==> config.mk <==
export PLATFORM = sky130hd
export DESIGN_NAME = uart_rx_fifo_flat
export DESIGN_NICKNAME = d
export VERILOG_FILES = /design/src/rtl/uart_rx_fifo_if.sv /design/src/rtl/uart_rx_fifo.sv /design/src/flat_wrapper.sv
export SDC_FILE = /design/constraint.sdc
export NUM_CORES = 1
export LEC_CHECK = 0
export ABC_CLOCK_PERIOD_IN_PS = 5800
export CORE_MARGIN = 5
export CORE_UTILIZATION = 52
export DETAILED_ROUTE_END_ITERATION = 10
export PLACE_DENSITY = 0.81
export SETUP_SLACK_MARGIN = 0.4
export SYNTH_ARGS = -nofsm -noshare
export SYNTH_HDL_FRONTEND = slang
export SYNTH_SLANG_ARGS = --single-unit
==> constraint.sdc <==
create_clock -name clk -period 5.8 [get_ports clk]
set_input_delay 1.16 -clock clk [delete_from_list [all_inputs] [get_ports clk]]
set_output_delay 1.16 -clock clk [all_outputs]
set_load 0.02 [all_outputs]
==> src/rtl/uart_rx_fifo_if.sv <==
// Signal bundle between uart_core, the RX FIFO and the APB register block.
// The master side drives captures/pops/controls; the FIFO is the slave.
interface uart_rx_fifo_if #(
   parameter int DEPTH  = 8,
   parameter int DATA_W = 32
);
   localparam int CNT_W = $clog2(DEPTH + 1);

   logic              rx_done_i;
   logic [DATA_W-1:0] rx_data_i;
   logic              parity_error_i;
   logic              host_read_data_o;
   logic              rd_en_i;
   logic [DATA_W-1:0] rd_data_o;
   logic              rd_parity_error_o;
   logic              empty_o;
   logic              full_o;
   logic              almost_full_o;
   logic [CNT_W-1:0]  count_o;
   logic              stall_o;
   logic              underflow_o;
   logic              flush_i;
   logic              clear_flags_i;

   modport master (
      output rx_done_i, rx_data_i, parity_error_i, rd_en_i, flush_i, clear_flags_i,
      input  host_read_data_o, rd_data_o, rd_parity_error_o, empty_o, full_o,
             almost_full_o, count_o, stall_o, underflow_o
   );

   modport slave (
      input  rx_done_i, rx_data_i, parity_error_i, rd_en_i, flush_i, clear_flags_i,
      output host_read_data_o, rd_data_o, rd_parity_error_o, empty_o, full_o,
             almost_full_o, count_o, stall_o, underflow_o
   );
endinterface

==> src/rtl/uart_rx_fifo.sv <==
// Receive buffer between uart_core and the register block: captures words on rx_done,
// acknowledges them, and withholds the acknowledge while full so flow control throttles.
module uart_rx_fifo #(
   parameter int DEPTH    = 8,
   parameter int DATA_W   = 32,
   parameter int AF_LEVEL = 6
) (
   input logic           clk,
   input logic           reset,
   uart_rx_fifo_if.slave bus
);

   localparam int PTR_W = $clog2(DEPTH);
   localparam int CNT_W = $clog2(DEPTH + 1);

   typedef enum logic {
      IDLE,
      WAIT_LOW
   } state_t;

   state_t            state;
   state_t            state_next;
   logic [DATA_W:0]   mem [DEPTH];
   logic [DATA_W:0]   head;
   logic [PTR_W-1:0]  wr_ptr;
   logic [PTR_W-1:0]  rd_ptr;
   logic [CNT_W-1:0]  count;
   logic              ack;
   logic              stall;
   logic              underflow;
   logic              is_full;
   logic              is_empty;
   logic              do_write;
   logic              do_pop;
   logic              stall_set;
   logic              underflow_set;

   assign is_full  = (count == CNT_W'(DEPTH));
   assign is_empty = (count == '0);

   // Capture decisions; a flush suppresses the write and freezes the FSM so a
   // pending word is taken on a later cycle instead of being lost.
   always_comb begin
      state_next    = state;
      do_write      = 1'b0;
      stall_set     = 1'b0;
      case (state)
         IDLE: begin
            if (bus.rx_done_i) begin
               if (is_full) begin
                  stall_set = 1'b1;
               end else if (!bus.flush_i) begin
                  do_write   = 1'b1;
                  state_next = WAIT_LOW;
               end
            end
         end
         WAIT_LOW: begin
            if (!bus.rx_done_i && !bus.flush_i) begin
               state_next = IDLE;
            end
         end
      endcase
      do_pop        = bus.rd_en_i && !is_empty && !bus.flush_i;
      underflow_set = bus.rd_en_i && is_empty;
   end

   always_ff @(posedge clk) begin
      if (reset) begin
         state <= IDLE;
      end else begin
         state <= state_next;
      end
   end

   always_ff @(posedge clk) begin
      if (reset) begin
         wr_ptr <= '0;
         rd_ptr <= '0;
         count  <= '0;
      end else if (bus.flush_i) begin
         wr_ptr <= '0;
         rd_ptr <= '0;
         count  <= '0;
      end else begin
         if (do_write) begin
            wr_ptr <= wr_ptr + PTR_W'(1);
         end
         if (do_pop) begin
            rd_ptr <= rd_ptr + PTR_W'(1);
         end
         case ({do_write, do_pop})
            2'b10:   count <= count + CNT_W'(1);
            2'b01:   count <= count - CNT_W'(1);
            default: count <= count;
         endcase
      end
   end

   // Storage is deliberately left out of reset; occupancy is tracked by count.
   always_ff @(posedge clk) begin
      if (do_write) begin
         mem[wr_ptr] <= {bus.parity_error_i, bus.rx_data_i};
      end
   end

   always_ff @(posedge clk) begin
      if (reset) begin
         ack <= 1'b0;
      end else begin
         ack <= do_write;
      end
   end

   // Sticky flags: a new set event outranks a simultaneous clear.
   always_ff @(posedge clk) begin
      if (reset) begin
         stall     <= 1'b0;
         underflow <= 1'b0;
      end else begin
         if (stall_set) begin
            stall <= 1'b1;
         end else if (bus.clear_flags_i) begin
            stall <= 1'b0;
         end
         if (underflow_set) begin
            underflow <= 1'b1;
         end else if (bus.clear_flags_i) begin
            underflow <= 1'b0;
         end
      end
   end

   assign head                  = mem[rd_ptr];
   assign bus.rd_data_o         = is_empty ? '0 : head[DATA_W-1:0];
   assign bus.rd_parity_error_o = is_empty ? 1'b0 : head[DATA_W];
   assign bus.host_read_data_o  = ack;
   assign bus.empty_o           = is_empty;
   assign bus.full_o            = is_full;
   assign bus.almost_full_o     = (count >= CNT_W'(AF_LEVEL));
   assign bus.count_o           = count;
   assign bus.stall_o           = stall;
   assign bus.underflow_o       = underflow;

endmodule

==> src/flat_wrapper.sv <==
// flat-port wrapper written by rule: the top's interface ports become plain ports
module uart_rx_fifo_flat 
#(
   parameter int DEPTH    = 8,
   parameter int DATA_W   = 32,
   parameter int AF_LEVEL = 6
)
  (clk, reset, bus_rx_done_i, bus_rx_data_i, bus_parity_error_i, bus_rd_en_i, bus_flush_i, bus_clear_flags_i, bus_host_read_data_o, bus_rd_data_o, bus_rd_parity_error_o, bus_empty_o, bus_full_o, bus_almost_full_o, bus_count_o, bus_stall_o, bus_underflow_o);
  uart_rx_fifo_if #(.DEPTH(DEPTH), .DATA_W(DATA_W)) bus_i ();
  input logic clk;
  input logic reset;
  input wire logic [$bits(bus_i.rx_done_i)-1:0] bus_rx_done_i;
  input wire logic [$bits(bus_i.rx_data_i)-1:0] bus_rx_data_i;
  input wire logic [$bits(bus_i.parity_error_i)-1:0] bus_parity_error_i;
  input wire logic [$bits(bus_i.rd_en_i)-1:0] bus_rd_en_i;
  input wire logic [$bits(bus_i.flush_i)-1:0] bus_flush_i;
  input wire logic [$bits(bus_i.clear_flags_i)-1:0] bus_clear_flags_i;
  output wire logic [$bits(bus_i.host_read_data_o)-1:0] bus_host_read_data_o;
  output wire logic [$bits(bus_i.rd_data_o)-1:0] bus_rd_data_o;
  output wire logic [$bits(bus_i.rd_parity_error_o)-1:0] bus_rd_parity_error_o;
  output wire logic [$bits(bus_i.empty_o)-1:0] bus_empty_o;
  output wire logic [$bits(bus_i.full_o)-1:0] bus_full_o;
  output wire logic [$bits(bus_i.almost_full_o)-1:0] bus_almost_full_o;
  output wire logic [$bits(bus_i.count_o)-1:0] bus_count_o;
  output wire logic [$bits(bus_i.stall_o)-1:0] bus_stall_o;
  output wire logic [$bits(bus_i.underflow_o)-1:0] bus_underflow_o;
  assign bus_i.rx_done_i = bus_rx_done_i;
  assign bus_i.rx_data_i = bus_rx_data_i;
  assign bus_i.parity_error_i = bus_parity_error_i;
  assign bus_i.rd_en_i = bus_rd_en_i;
  assign bus_i.flush_i = bus_flush_i;
  assign bus_i.clear_flags_i = bus_clear_flags_i;
  assign bus_host_read_data_o = bus_i.host_read_data_o;
  assign bus_rd_data_o = bus_i.rd_data_o;
  assign bus_rd_parity_error_o = bus_i.rd_parity_error_o;
  assign bus_empty_o = bus_i.empty_o;
  assign bus_full_o = bus_i.full_o;
  assign bus_almost_full_o = bus_i.almost_full_o;
  assign bus_count_o = bus_i.count_o;
  assign bus_stall_o = bus_i.stall_o;
  assign bus_underflow_o = bus_i.underflow_o;
  uart_rx_fifo #(.DEPTH(DEPTH), .DATA_W(DATA_W), .AF_LEVEL(AF_LEVEL)) u_core (.clk(clk), .reset(reset), .bus(bus_i));
endmodule
Yosys cells after proc, flatten, opt, wreduce, memory -nomap -nowiden
Memories as Yosys holds them, arrays and structs flattened. A register that Yosys moved wholly into a read port is not among the register bits.
Index checks and enable logic that the tools add are counted.

operators by class
  add/sub/neg operators = 4
  magnitude comparators = 1
  eq/ne operators = 3
  multiplexer cells = 19
  bitwise gates (word level) = 1
  reduce and logical (&&, ||, !) cells = 12

operators by type and width
  operator                                                           number
  2-to-1 mux 32 bit                                                  1
  2-to-1 mux 1 bit                                                   14
  one-hot mux 4 bit (2 select lines)                                 1
  adder 3 x 1 -> 3 bit, second input constant                        2
  2-to-1 mux 3 bit                                                   2
  nonzero test 2 bit                                                 3
  adder 4 x 1 -> 4 bit, second input constant                        1
  == test 4 bit, second input constant                               1
  greater-or-equal comparator 4 x 3 -> 1 bit, second input constant  1
  logical AND 1 bit                                                  4
  logical NOT 4 bit                                                  1
  subtractor 4 x 1 -> 4 bit, second input constant                   1
  logical NOT 1 bit                                                  3
  == test 2 x 1 -> 1 bit, second input constant                      1
  == test 2 bit, second input constant                               1
  one-hot mux 1 bit (2 select lines)                                 1
  OR reduction 2 bit                                                 1
  inverter 1 bit                                                     1

storage, ports and cells
  flip-flop bits (word level) = 14
  RAM bits = 264
  input port bits = 39
  word-level logic and storage cells = 48
  memories = 1

memory list
  memory      depth  bits a word  rd ports  clocked after Yosys merged registers in  wr ports  RTL line            source
  u_core.mem  8      33           1         1                                        1         uart_rx_fifo.sv:23  logic [DATA_W:0] mem [DEPTH];

Logic depth before layout (Yosys ltp)
  word-level depth = 6
  mapped depth = 12
  mapped depth without buffers = 10

Worst setup path before layout
No wires, ideal clock.

  kind = in2reg
  start = input bus_rx_done_i
  end = memory u_core.mem[4][0] (netlist bit) (enable)
  setup time = 0.518 ns
  data arrival time = 5.164 ns
  data required time = 5.282 ns
  setup slack = 0.118 ns
  cell stages on the path = 5
  path buffers = 1
  cell sequence = nor2b_1 > nor2b_1 > buf_4 > nand2b_2 > nor4b_1

between the ends
  word-level cells in the longest chain between the ends = 4

RTL lines
  what                                    RTL line             source
  from (decl)                             flat_wrapper.sv:12   input wire logic [$bits(bus_i.rx_done_i)-1:0] bus_rx_done_i;
  2-to-1 mux 1 bit                        uart_rx_fifo.sv:49   if (bus.rx_done_i) begin
  2-to-1 mux 1 bit                        uart_rx_fifo.sv:47   case (state)
  2-to-1 mux 1 bit                        uart_rx_fifo.sv:102  if (do_write) begin
  2-to-1 mux 1 bit (implied by the code)  uart_rx_fifo.sv:103  mem[wr_ptr] <= {bus.parity_error_i, bus.rx_data_i};
  to (decl)                               uart_rx_fifo.sv:23

Every way passes these cells.

==> insert_results.sql <==
INSERT INTO impl_metrics (metric_group, metric, value, unit) VALUES
('cells_and_area', 'nNetsFinal', '655', ''),
('cells_and_area', 'post_route_cells_drive_above_1_share', '0.2127', ''),
('global_route', 'first_global_vias', '5557', ''),
('outcome', 'status', 'finished clean', ''),
('die', 'num_rows', '53', ''),
('pwr', 'p_sw', '0.7551', 'mW'),
('routing', 'antenna_left', '0', ''),
('die', 'core-area', '20820', 'sq um'),
('setup_path', 'worst_ep_required_time', '4.64', 'ns'),
('cells_and_area', 'n_antenna_cell', '0', ''),
('setup_path', 'worst-path-max-fanout', '36', ''),
('placed_design', 'numPortBuffers', '81', ''),
('synthesis', 'yosys-top-cells-count', 'sky130_fd_sc_hd__edfxtp_1, sky130_fd_sc_hd__mux4_2, sky130_fd_sc_hd__nor2_1', ''),
('synthesis', 'avgSynthCellArea', '21.18', 'sq um'),
('sta', 'achievable-frequency', '227.2', 'MHz'),
('synthesis', 'yosys.cell_count.top_type', 'sky130_fd_sc_hd__edfxtp_1', ''),
('pwr', 'share_clk_of_total_power', '0.403', ''),
('synthesis', 'synth_cell_types', '38', ''),
('placed_design', 'dp_hpwl', '11970', 'um'),
('routing', 'routed_metal_1_wire_length', '8262', 'um'),
('worst_hold_path', 'min-delay-start', 'u_core.state', ''),
('die', 'floorplan.initialDensity', '0.5228', ''),
('global_route', 'maximum_number_of_pins_on_one_net_before_global_route_repair', '67', ''),
('sta', 'timing.final.setup_violations', '0', ''),
('setup_path', 'worstPathArrival', '3.24', 'ns'),
('clock_network', 'cts_max_level', '1', ''),
('sta', 'final.min_clock_period', '4.401', 'ns'),
('routing', 'via_count', '5139', ''),
('routing', 'drt_drc_violations_left', '0', ''),
('routing', 'drt-wirelength-per-cell', '22.68', 'um'),
('synthesis', 'async_flop_share', '0', ''),
('synthesis', 'postSynthNetCount', '558', ''),
('clock_network', 'cts-buffers-inserted', '27', ''),
('synthesis', 'ys_ff_latch', '281', ''),
('synthesis', 'synth_area', '10890', 'sq um'),
('clock_network', 'cts-resized-gates', '0', ''),
('sta', 'totalNegativeSetupSlack', '0', 'ns'),
('global_route', 'grt_pass1_wl', '32330', 'um'),
('synthesis', 'ys.warnings.count', '0', ''),
('clock_network', 'worst_setup_hold_path_clk_slew', '0.06', 'ns'),
('setup_path', 'rr_startpoint', 'u_core.bus.count_o[0]', ''),
('job', 'max-cap-violations', '0', ''),
('synthesis', 'synth-edff-count', '264', ''),
('setup_path', 'timing.critical_path.to_type', 'primary output', ''),
('routing', 'route.met2.wl', '10690', 'um'),
('routing', 'detail_route.iter0.violations', '369', ''),
('synthesis', 'synth_top_flop_cell', 'sky130_fd_sc_hd__edfxtp_1', ''),
('setup_path', 'setup.worst_path.start_class', 'flip-flop', ''),
('sta', 'maxSlewViolCount', '0', ''),
('worst_hold_path', 'hold_path_class', 'reg2reg', ''),
('synthesis', 'synth_area_leader_cell', 'sky130_fd_sc_hd__edfxtp_1', ''),
('pwr', 'seqPwrFrac', '0.561', ''),
('sta', 'post-route-period-util', '0.7587', ''),
('synthesis', 'netlist_instances', '514', ''),
('clock_network', 'tritoncts', 'done', ''),
('synthesis', 'synth_area_leaders', 'sky130_fd_sc_hd__edfxtp_1, sky130_fd_sc_hd__mux4_2, sky130_fd_sc_hd__mux2i_1', ''),
('clock_network', 'max-clock-path-buffers', '3', ''),
('pwr', 'cell_internal_pwr', '3.241', 'mW'),
('routing', 'totalWireLength', '20520', 'um'),
('global_route', 'grt_remaining_overflow', '0', ''),
('cells_and_area', 'area_growth', '18.47', '%'),
('clock_network', 'numClockSinks', '281', ''),
('die', 'fp.dieArea', '23930', 'sq um'),
('routing', 'detailedRoute.firstPassIterationCount', '4', ''),
('clock_network', 'holdBufCountCts', '0', ''),
('pwr', 'p_total', '3.996', 'mW'),
('pwr', 'ir_drop', '0.0002299', 'V'),
('sta', 'skew', '0.01418', 'ns'),
('pwr', 'share_comb_of_total_power', '0.036', ''),
('die', 'ioPinCount', '82', ''),
('sta', 'unrepaired_setup_endpoints_after_global_routing', 'false', '');
## path summary, 6_finish.rpt
path / endpoint / cells after the start / slack, ns
setup reg to reg: u_core.bus.count_o[2] / 11 / 1.99
setup / recovery: bus_rd_data_o[1] / 5 / 1.40
hold / removal: u_core.state / 2 / 0.50
hold reg to reg: u_core.state / 2 / 0.50
## through the flow
stage	hold slack, ns	worst slack [ns]	cell area (sq um)	utilization	cells
finish	0.5018	1.399	12900	0.6193	905
global route	0.5428	1.121	12900	0.6193	905
CTS	0.5095	1.292	12900	0.6193	905
detailed placement	0.5010	1.637	12080	0.5803	857
global placement	0.4797	1.819	12080	0.5803	857
floorplan	0.4687	0.4505	10910	-	514
## flip-flops by register name, summed over array words and instances, names as in the netlist, named ones only
name                         flops
u_core.bus.count_o               4
u_core.wr_ptr                    3
u_core.bus.underflow_o           1
u_core.mem                     264
u_core.bus.stall_o               1
u_core.bus.host_read_data_o      1
u_core.state                     1
u_core.rd_ptr                    3
## cell usage in the layout, fill, tap and decap left out, drive strengths merged
| cell | n |
|---|---|
| a21o | 1 |
| a21oi | 6 |
| a22oi | 1 |
| a31o | 1 |
| and2 | 1 |
| buf | 14 |
| bufinv | 1 |
| clkbuf | 43 |
| clkdlybuf4s50 | 81 |
| clkinv | 4 |
| dfxtp | 17 |
| edfxtp | 264 |
| ha | 5 |
| mux2i | 36 |
| mux4 | 66 |
| nand2 | 3 |
| nand2b | 4 |
| nand3 | 1 |
| nand3b | 2 |
| nor2 | 52 |
| nor2b | 4 |
| nor3 | 1 |
| nor3b | 1 |
| nor4 | 3 |
| nor4b | 5 |
| nor4bb | 1 |
| o21ai | 2 |
| or2 | 1 |
| or2b | 1 |
| or3 | 1 |
| or4 | 1 |
| xnor2 | 1 |
| xor2 | 5 |
## critical path: stages, from the launching register on
cell and delay (ns):
sky130_fd_sc_hd__dfxtp_4 0.82, sky130_fd_sc_hd__buf_4 0.44, sky130_fd_sc_hd__mux4_2 0.57, sky130_fd_sc_hd__mux2i_1 0.20
sky130_fd_sc_hd__nor2_1 0.06, sky130_fd_sc_hd__clkdlybuf4s50_1 0.58
## cells by family after synthesis
group                    count (synthesis)  share of synthesized area
adder cells (fa/ha/maj)                  5                   0.005747
buffers and inverters                   27                    0.01460
AO/OA/AOI/OAI                           11                   0.006207
XOR/XNOR                                 6                   0.004828
flip-flops                             281                     0.7595
multiplexers                           102                     0.1697
AND/OR/NAND/NOR                         82                    0.03942
## power by group through the flow
stage,registers (mW),clock network [mW],logic [mW]
5_1_grt,2.24,1.74,0.155
4_1_cts,2.24,1.64,0.145
3_3_place_gp,2.28,0,0.138
6_report,2.24,1.61,0.143
3_5_place_dp,2.28,0,0.144
2_1_floorplan,2.28,0,0.0626
## cell type report
class	instances	area [sq um]
Tap cell	275	344.1
Clock buffer	43	765.7
Sequential cell	281	8277
Timing Repair Buffer	95	915.9
Multi-Input combinational cell	206	2546
Fill cell	1424	7926
Clock inverter	5	47.55
## per-layer routing
layer / vias to the layer above / global-route usage
li1: 2289 / -
met1: 2667 / 0.2406
met2: 156 / 0.2933
met3: 23 / 0.03609
met4: 4 / 0.03364
met5: - / 0
No activity file was read; power rests on OpenSTA's default activity.
